File: src/rtl/midi_voice_allocator.sv
// Purpose: maps MIDI note/sustain/all-notes-off events onto VOICES synth voices (retrigger, free, release-tail, steal).
// Latency: event accepted at t, one voice scanned per cycle t+1..t+VOICES, pulses/outputs in COMMIT at t+VOICES+1.
// Backpressure: evt_ready is high only in IDLE; the upstream holds evt_valid until it sees ready.
module midi_voice_allocator #(
  parameter int VOICES  = 8,
  parameter int V_WIDTH = $clog2(VOICES)
) (
  input  logic               CLOCK_25,
  input  logic               iRST_N,
  input  logic [15:0]        ch_mask,
  input  logic               evt_valid,
  output logic               evt_ready,
  input  logic [1:0]         evt_type,
  input  logic [3:0]         evt_ch,
  input  logic [6:0]         evt_key,
  input  logic [6:0]         evt_val,
  input  logic [VOICES-1:0]  voice_free,
  output logic [VOICES-1:0]  keys_on,
  output logic               note_on,
  output logic               note_off,
  output logic [V_WIDTH-1:0] cur_key_adr,
  output logic [7:0]         cur_key_val,
  output logic [7:0]         cur_vel_on,
  output logic [7:0]         cur_vel_off,
  output logic               stolen,
  output logic [V_WIDTH:0]   active_keys
);
  typedef enum logic [1:0] {IDLE, SCAN, COMMIT} state_t;
  localparam logic [V_WIDTH-1:0] LAST = V_WIDTH'(VOICES - 1);

  state_t               state;
  logic [V_WIDTH-1:0]   scan_idx;
  logic [1:0]           e_type;
  logic [3:0]           e_ch;
  logic [6:0]           e_key, e_val;

  // Voice table; a voice is gated while it is held or sustained, so keys_on is derived from both flags.
  logic [6:0]           v_key  [VOICES];
  logic [3:0]           v_ch   [VOICES];
  logic [V_WIDTH-1:0]   v_rank [VOICES];
  logic [VOICES-1:0]    v_held, v_sust;
  logic [15:0]          sustain;

  // Scan accumulators: retrigger match, first free voice, oldest ungated, oldest gated.
  logic                 rt_f, fr_f, rl_f, og_f;
  logic [V_WIDTH-1:0]   rt_i, fr_i, rl_i, og_i, rl_r, og_r;
  logic                 a_rt_f, a_fr_f, a_rl_f, a_og_f;
  logic [V_WIDTH-1:0]   a_rt_i, a_fr_i, a_rl_i, a_og_i, a_rl_r, a_og_r;

  // Commit results.
  logic [6:0]           n_key  [VOICES];
  logic [3:0]           n_ch   [VOICES];
  logic [V_WIDTH-1:0]   n_rank [VOICES];
  logic [VOICES-1:0]    n_held, n_sust, n_keys;
  logic [15:0]          n_sustain;
  logic                 p_on, p_off, p_stl, dropped;
  logic [V_WIDTH-1:0]   p_adr, sel;
  logic [7:0]           p_kv, p_von, p_voff;
  logic [V_WIDTH:0]     n_active;

  assign keys_on = v_held | v_sust;
  assign n_keys  = n_held | n_sust;

  // Fold the voice under the scan pointer into the accumulators; voice_free is sampled here only.
  always_comb begin
    a_rt_f = rt_f; a_rt_i = rt_i;
    a_fr_f = fr_f; a_fr_i = fr_i;
    a_rl_f = rl_f; a_rl_i = rl_i; a_rl_r = rl_r;
    a_og_f = og_f; a_og_i = og_i; a_og_r = og_r;
    if (!rt_f && keys_on[scan_idx] && v_ch[scan_idx] == e_ch && v_key[scan_idx] == e_key) begin
      a_rt_f = 1'b1; a_rt_i = scan_idx;
    end
    if (!fr_f && voice_free[scan_idx] && !keys_on[scan_idx]) begin
      a_fr_f = 1'b1; a_fr_i = scan_idx;
    end
    if (!keys_on[scan_idx] && (!rl_f || v_rank[scan_idx] > rl_r)) begin
      a_rl_f = 1'b1; a_rl_i = scan_idx; a_rl_r = v_rank[scan_idx];
    end
    if (keys_on[scan_idx] && (!og_f || v_rank[scan_idx] > og_r)) begin
      a_og_f = 1'b1; a_og_i = scan_idx; a_og_r = v_rank[scan_idx];
    end
  end

  // Compute the table update and pulses applied at the end of the last scan cycle.
  always_comb begin
    n_key = v_key; n_ch = v_ch; n_rank = v_rank;
    n_held = v_held; n_sust = v_sust; n_sustain = sustain;
    p_on = 1'b0; p_off = 1'b0; p_stl = 1'b0; dropped = 1'b0; sel = '0;
    p_adr = cur_key_adr; p_kv = cur_key_val; p_von = cur_vel_on; p_voff = cur_vel_off;
    if (ch_mask[e_ch]) begin
      if (e_type == 2'b01 && e_val != 7'd0) begin
        if (a_rt_f)      sel = a_rt_i;
        else if (a_fr_f) sel = a_fr_i;
        else if (a_rl_f) sel = a_rl_i;
        else begin
          sel   = a_og_i;
          p_stl = 1'b1;
        end
        for (int i = 0; i < VOICES; i++)
          if (v_rank[i] < v_rank[sel]) n_rank[i] = v_rank[i] + 1'b1;
        n_rank[sel] = '0;
        n_key[sel]  = e_key;
        n_ch[sel]   = e_ch;
        n_held[sel] = 1'b1;
        n_sust[sel] = 1'b0;
        p_on  = 1'b1;
        p_adr = sel;
        p_kv  = {1'b0, e_key};
        p_von = {1'b0, e_val};
      end else if (e_type[1] == 1'b0) begin
        // Note-off, including note-on with zero velocity.
        for (int i = 0; i < VOICES; i++) begin
          if (keys_on[i] && v_ch[i] == e_ch && v_key[i] == e_key) begin
            n_held[i] = 1'b0;
            if (sustain[e_ch]) n_sust[i] = 1'b1;
            else begin
              n_sust[i] = 1'b0;
              if (!dropped) p_adr = V_WIDTH'(i);
              dropped = 1'b1;
            end
          end
        end
        if (dropped) begin
          p_off  = 1'b1;
          p_kv   = {1'b0, e_key};
          p_voff = {1'b0, e_val};
        end
      end else if (e_type == 2'b10) begin
        n_sustain[e_ch] = e_val[6];
        if (sustain[e_ch] && !e_val[6]) begin
          for (int i = 0; i < VOICES; i++) begin
            if (v_sust[i] && v_ch[i] == e_ch) begin
              n_sust[i] = 1'b0;
              if (!dropped) begin
                p_adr = V_WIDTH'(i);
                p_kv  = {1'b0, v_key[i]};
              end
              dropped = 1'b1;
            end
          end
        end
        if (dropped) begin
          p_off  = 1'b1;
          p_voff = 8'd0;
        end
      end else begin
        for (int i = 0; i < VOICES; i++) begin
          if (v_ch[i] == e_ch) begin
            if (keys_on[i] && !dropped) begin
              p_adr = V_WIDTH'(i);
              p_kv  = {1'b0, v_key[i]};
            end
            dropped   = dropped | keys_on[i];
            n_held[i] = 1'b0;
            n_sust[i] = 1'b0;
          end
        end
        if (dropped) begin
          p_off  = 1'b1;
          p_voff = 8'd0;
        end
      end
    end
  end

  // Popcount of the post-commit gate vector.
  always_comb begin
    n_active = '0;
    for (int i = 0; i < VOICES; i++) n_active = n_active + (V_WIDTH+1)'(n_keys[i]);
  end

  // Control FSM, voice table and registered outputs.
  always_ff @(posedge CLOCK_25 or negedge iRST_N) begin
    if (!iRST_N) begin
      state <= IDLE; evt_ready <= 1'b1; scan_idx <= '0;
      e_type <= '0; e_ch <= '0; e_key <= '0; e_val <= '0;
      rt_f <= 1'b0; fr_f <= 1'b0; rl_f <= 1'b0; og_f <= 1'b0;
      rt_i <= '0; fr_i <= '0; rl_i <= '0; og_i <= '0; rl_r <= '0; og_r <= '0;
      v_held <= '0; v_sust <= '0; sustain <= '0;
      for (int i = 0; i < VOICES; i++) begin
        v_key[i]  <= '0;
        v_ch[i]   <= '0;
        v_rank[i] <= V_WIDTH'(i);
      end
      note_on <= 1'b0; note_off <= 1'b0; stolen <= 1'b0;
      cur_key_adr <= '0; cur_key_val <= '0; cur_vel_on <= '0; cur_vel_off <= '0;
      active_keys <= '0;
    end else begin
      note_on  <= 1'b0;
      note_off <= 1'b0;
      stolen   <= 1'b0;
      case (state)
        IDLE: if (evt_valid) begin
          e_type <= evt_type; e_ch <= evt_ch; e_key <= evt_key; e_val <= evt_val;
          rt_f <= 1'b0; fr_f <= 1'b0; rl_f <= 1'b0; og_f <= 1'b0;
          scan_idx  <= '0;
          evt_ready <= 1'b0;
          state     <= SCAN;
        end
        SCAN: begin
          rt_f <= a_rt_f; rt_i <= a_rt_i; fr_f <= a_fr_f; fr_i <= a_fr_i;
          rl_f <= a_rl_f; rl_i <= a_rl_i; rl_r <= a_rl_r;
          og_f <= a_og_f; og_i <= a_og_i; og_r <= a_og_r;
          if (scan_idx == LAST) begin
            v_key <= n_key; v_ch <= n_ch; v_rank <= n_rank;
            v_held <= n_held; v_sust <= n_sust; sustain <= n_sustain;
            note_on <= p_on; note_off <= p_off; stolen <= p_stl;
            cur_key_adr <= p_adr; cur_key_val <= p_kv;
            cur_vel_on  <= p_von; cur_vel_off <= p_voff;
            active_keys <= n_active;
            state <= COMMIT;
          end else begin
            scan_idx <= scan_idx + 1'b1;
          end
        end
        COMMIT: begin
          evt_ready <= 1'b1;
          state     <= IDLE;
        end
        default: state <= IDLE;
      endcase
    end
  end
endmodule

File: config.mk
export PLATFORM = sky130hd
export DESIGN_NAME = midi_voice_allocator
export DESIGN_NICKNAME = d
export VERILOG_FILES = /design/src/rtl/midi_voice_allocator.sv
export SDC_FILE = /design/constraint.sdc
export NUM_CORES = 1
export LEC_CHECK = 0
export ABC_AREA = 1
export CORE_ASPECT_RATIO = 1.5
export CORE_UTILIZATION = 25
export CTS_CLUSTER_SIZE = 8
export DETAILED_ROUTE_END_ITERATION = 6
export MAX_ROUTING_LAYER = met4
export PLACE_DENSITY = 0.48
export SLEW_MARGIN = 30
export SYNTH_ARGS = -nofsm -noshare
export SYNTH_HDL_FRONTEND = slang
export SYNTH_SLANG_ARGS = --single-unit
File: constraint.sdc
create_clock -name CLOCK_25 -period 7.65 [get_ports CLOCK_25]
set_input_delay 2.295 -clock CLOCK_25 [delete_from_list [all_inputs] [get_ports CLOCK_25]]
set_output_delay 2.295 -clock CLOCK_25 [all_outputs]
set_load 0.03 [all_outputs]
==> results.md <==
- Die area: 0.0624 mm^2
- Critical-path maximum fanout: 10
- Maxcap violations: 0
- Area of the multi-input gates: 0.00817 mm^2
- Outcome: complete, no violations
- Hold Startpoint: cur_vel_on[0]
- CTS tree: done
- DP HPWL: 48.6 mm
- Required time worst endpoint: 8.07 ns
- Synthesis-to-layout area growth: 17.6%
- Post-CTS setup repair buffer count: 0
- Delay-heaviest family, CP: adder cells
- Grt total ovfl: 0
- Internal power: 4.20 mW
- CP Launch Type: input port
- Synthesized area: 0.0153 mm^2
- Crit path largest cell delay: 0.57 ns
- RSZ-0062 raised after global routing: no
- First-pass GRT wire length: 97.0 mm
- Via-to-Cell Ratio: 5.02
- Core area: 0.0603 mm^2
- CTS HTree Levels: 2
- Tot GR Track Use: 21.3%
- Placed cell areas: 0.0171 mm^2
- Antenna Cells: 0
- Worst skew pair latency: 0.56 ns
- Die Y: 305 um
- DR iter-0 viols: 1098
- CP endpoint kind: flop
- FF-to-FF Start: scan_idx[0]
- Fin Clk Skew: 0.0257 ns
- CP max-delay cell: fa_1
- Worst Path Arrival: 7.32 ns
- Clk slew on worst S/H paths: 0.05 ns
- Register area share after synthesis: 36.7%
- Layout cells sized above 1: 6.32%
- FP Rows: 110
- FMAX: 145 MHz
- Worst Max-Slew Pin Slew: 0.865 ns
- # setup viols final: 0
- Slew Limit Headroom: 41.8%
- GP Congestion: 0.990
- Power Density: 499 mW/mm^2
- Resized cells post-CTS: 0
- CTS Buf Count: 34
- Routed vias: 15500
- Critical path depth: 29
- Initial antenna violation count: 0
- CTS hold repair buffers: 0
- Most frequent cells in the layout: nand2_1 (678), inv_1 (267), o21ai_0 (217)
- Clock buffer depth: 3
- Reg-to-reg endpoint: active_keys[2]
- Routed wire length: 64.3 mm
- Top_reg_cell synth: dfrtp_1
- Logic pwr share: 62.5%
- Antenna Nets Post-Route: 0
- Clk sinks: 224
- Pin count of the biggest net entering global routing: 127
- IO buf count: 87
- Share of power burned in registers: 21.6%
- Drc violations: 0
- Die span in x: 204 um
- Psw: 4.79 mW
- Fillers: 6630
- Vias in the first global route: 15600
- Hold depth: 2
- Part of the power in the clock network: 15.9%
- Storage cell area: 0.00562 mm^2
- Synth async-reset ratio: 100%
- Yosys synthesis warning count: 0
- Hold Path End: cur_vel_on[0]
- Avg Synthesized Cell Area: 6.91 um^2
- WP buf/inv: 5
- Drt first pass iters: 7
- Cells after Synth: 2221
- Average wire per standard cell: 20.8 um
- Total power: 8.99 mW
- Post-synth cell types: 53
- Number of synthesized flops with an enable pin: 0
- Total Neg Setup Slack: 0 ns
- Finished Cell Area: 0.0180 mm^2
- R2R Setup Slk: 0.87 ns
- Final Hold Vio Count: 0
- Final critical-path share of the clock period: 90.2%
- Root buffer cell: clkbuf_16
- Crit Path Category: input port to flop
- Reg2Reg Depth: 32
- Critical Path Source: voice_free[4]
- Initial Util: 25.4%
- Number of synthesized register bits: 224
- Most common cell after layout, fill and taps aside: nand2_1
- Sw frac: 53.3%
- Leakage power: 8.46 nW
- Pins Over Slew Limit: 0
- I/O Pins: 90
- Worst Hold Class: flop to flop
- NumNets Final: 2380
- Maximum VDD drop: 0.363 mV
- Crit path time final: 6.90 ns
[through the flow]
step	util, %	worst slack (ns)	hold WS, ns	cells
finish	29.9	0.750	0.466	3095
global route	29.9	0.293	0.492	3095
CTS	29.9	0.734	0.474	3095
detailed placement	28.3	0.157	0.462	3042
global placement	28.3	0.240	0.462	3042
floorplan	-	1.14	0.449	2222
[layer usage]
layer  vias up  part of all wire (%)  track usage [%]
li1       7426                     -                -
met1      7453                    38             22.9
met5         -                     0                -
met4         0                   6.7             13.0
met3       186                   3.6             2.41
met2       474                    51             37.2
[layout make-up]
class | count | share of cell area (%)
repair buffers | 134 | 6.88
multi-input cells | 1620 | 45.3
inverters | 280 | 5.84
flip-flops and latches | 224 | 31.2
clock buffers | 49 | 5.14
well taps | 784 | 5.44
clock inverters | 4 | 0.215
[registers in the layout (all words and copies together), names as in the netlist, 4 cells and up]
name	count
active_keys	4
cur_key_val	8
cur_vel_off	7
cur_vel_on	7
e_ch	4
e_key	7
e_val	7
sustain	16
v_ch	32
v_held	8
v_key	56
v_rank	24
v_sust	8
[cell usage after synthesis (12+ instances only)]
| master | instances | area, um^2 |
|---|---|---|
| inv_1 | 268 | 1010 |
| xor2_1 | 42 | 368 |
| nand4_1 | 22 | 138 |
| buf_4 | 12 | 90.1 |
| o21ai_1 | 28 | 140 |
| dfrtp_1 | 211 | 5280 |
| o2111ai_1 | 14 | 123 |
| buf_2 | 33 | 165 |
| nor3_1 | 13 | 65.1 |
| clkbuf_1 | 39 | 146 |
| ha_1 | 35 | 438 |
| xnor2_1 | 23 | 201 |
| nand3_1 | 162 | 811 |
| o21ai_0 | 217 | 1090 |
| nand2_1 | 678 | 2540 |
| a21oi_1 | 93 | 465 |
| nor2_1 | 124 | 465 |
| a31oi_1 | 17 | 106 |
| o22ai_1 | 28 | 175 |
| o211ai_1 | 41 | 308 |
| dfstp_2 | 13 | 342 |
[cells by family (layout without fill, tap and decap cells)]
group,Yosys count,in the layout,share of synthesized area [%]
and+or+nand+nor,1037,1037,28.1
AOI/OAI and AO/OA,477,477,17.9
buffers and inverters,378,467,10.2
DFF,224,224,36.7
xor gates and xnor gates,65,65,3.71
adders and majority gates,39,39,3.38
other,1,2,0.0244
[worst reg2reg max path, delay by kind of cell (launching register included)]
kind / cells / cell delay (ns)
flip-flops: 1 / 0.57
buffers and inverters: 6 / 0.78
adder cells (fa/ha/maj): 6 / 2.53
AND/OR/NAND/NOR: 11 / 1.11
XOR/XNOR: 1 / 0.15
AO/OA/AOI/OAI: 8 / 1.53
[how the worst max path moves through the flow]
stage / to / slack [ns]
finish: active_keys[2] / 0.75
detailed placement: active_keys[2] / 0.16
floorplan: active_keys[2] / 1.14
CTS: active_keys[2] / 0.73
global route: active_keys[2] / 0.29
global placement: active_keys[2] / 0.24
[power groups by stage]
stage,clock network (mW),logic (mW),registers (mW)
5_1_grt,1.52,6.30,1.98
3_3_place_gp,0,5.55,1.96
3_5_place_dp,0,5.62,1.96
4_1_cts,1.48,5.65,1.94
2_1_floorplan,0,3.79,1.85
6_report,1.43,5.62,1.94
No activity file was read; power rests on OpenSTA's default activity.
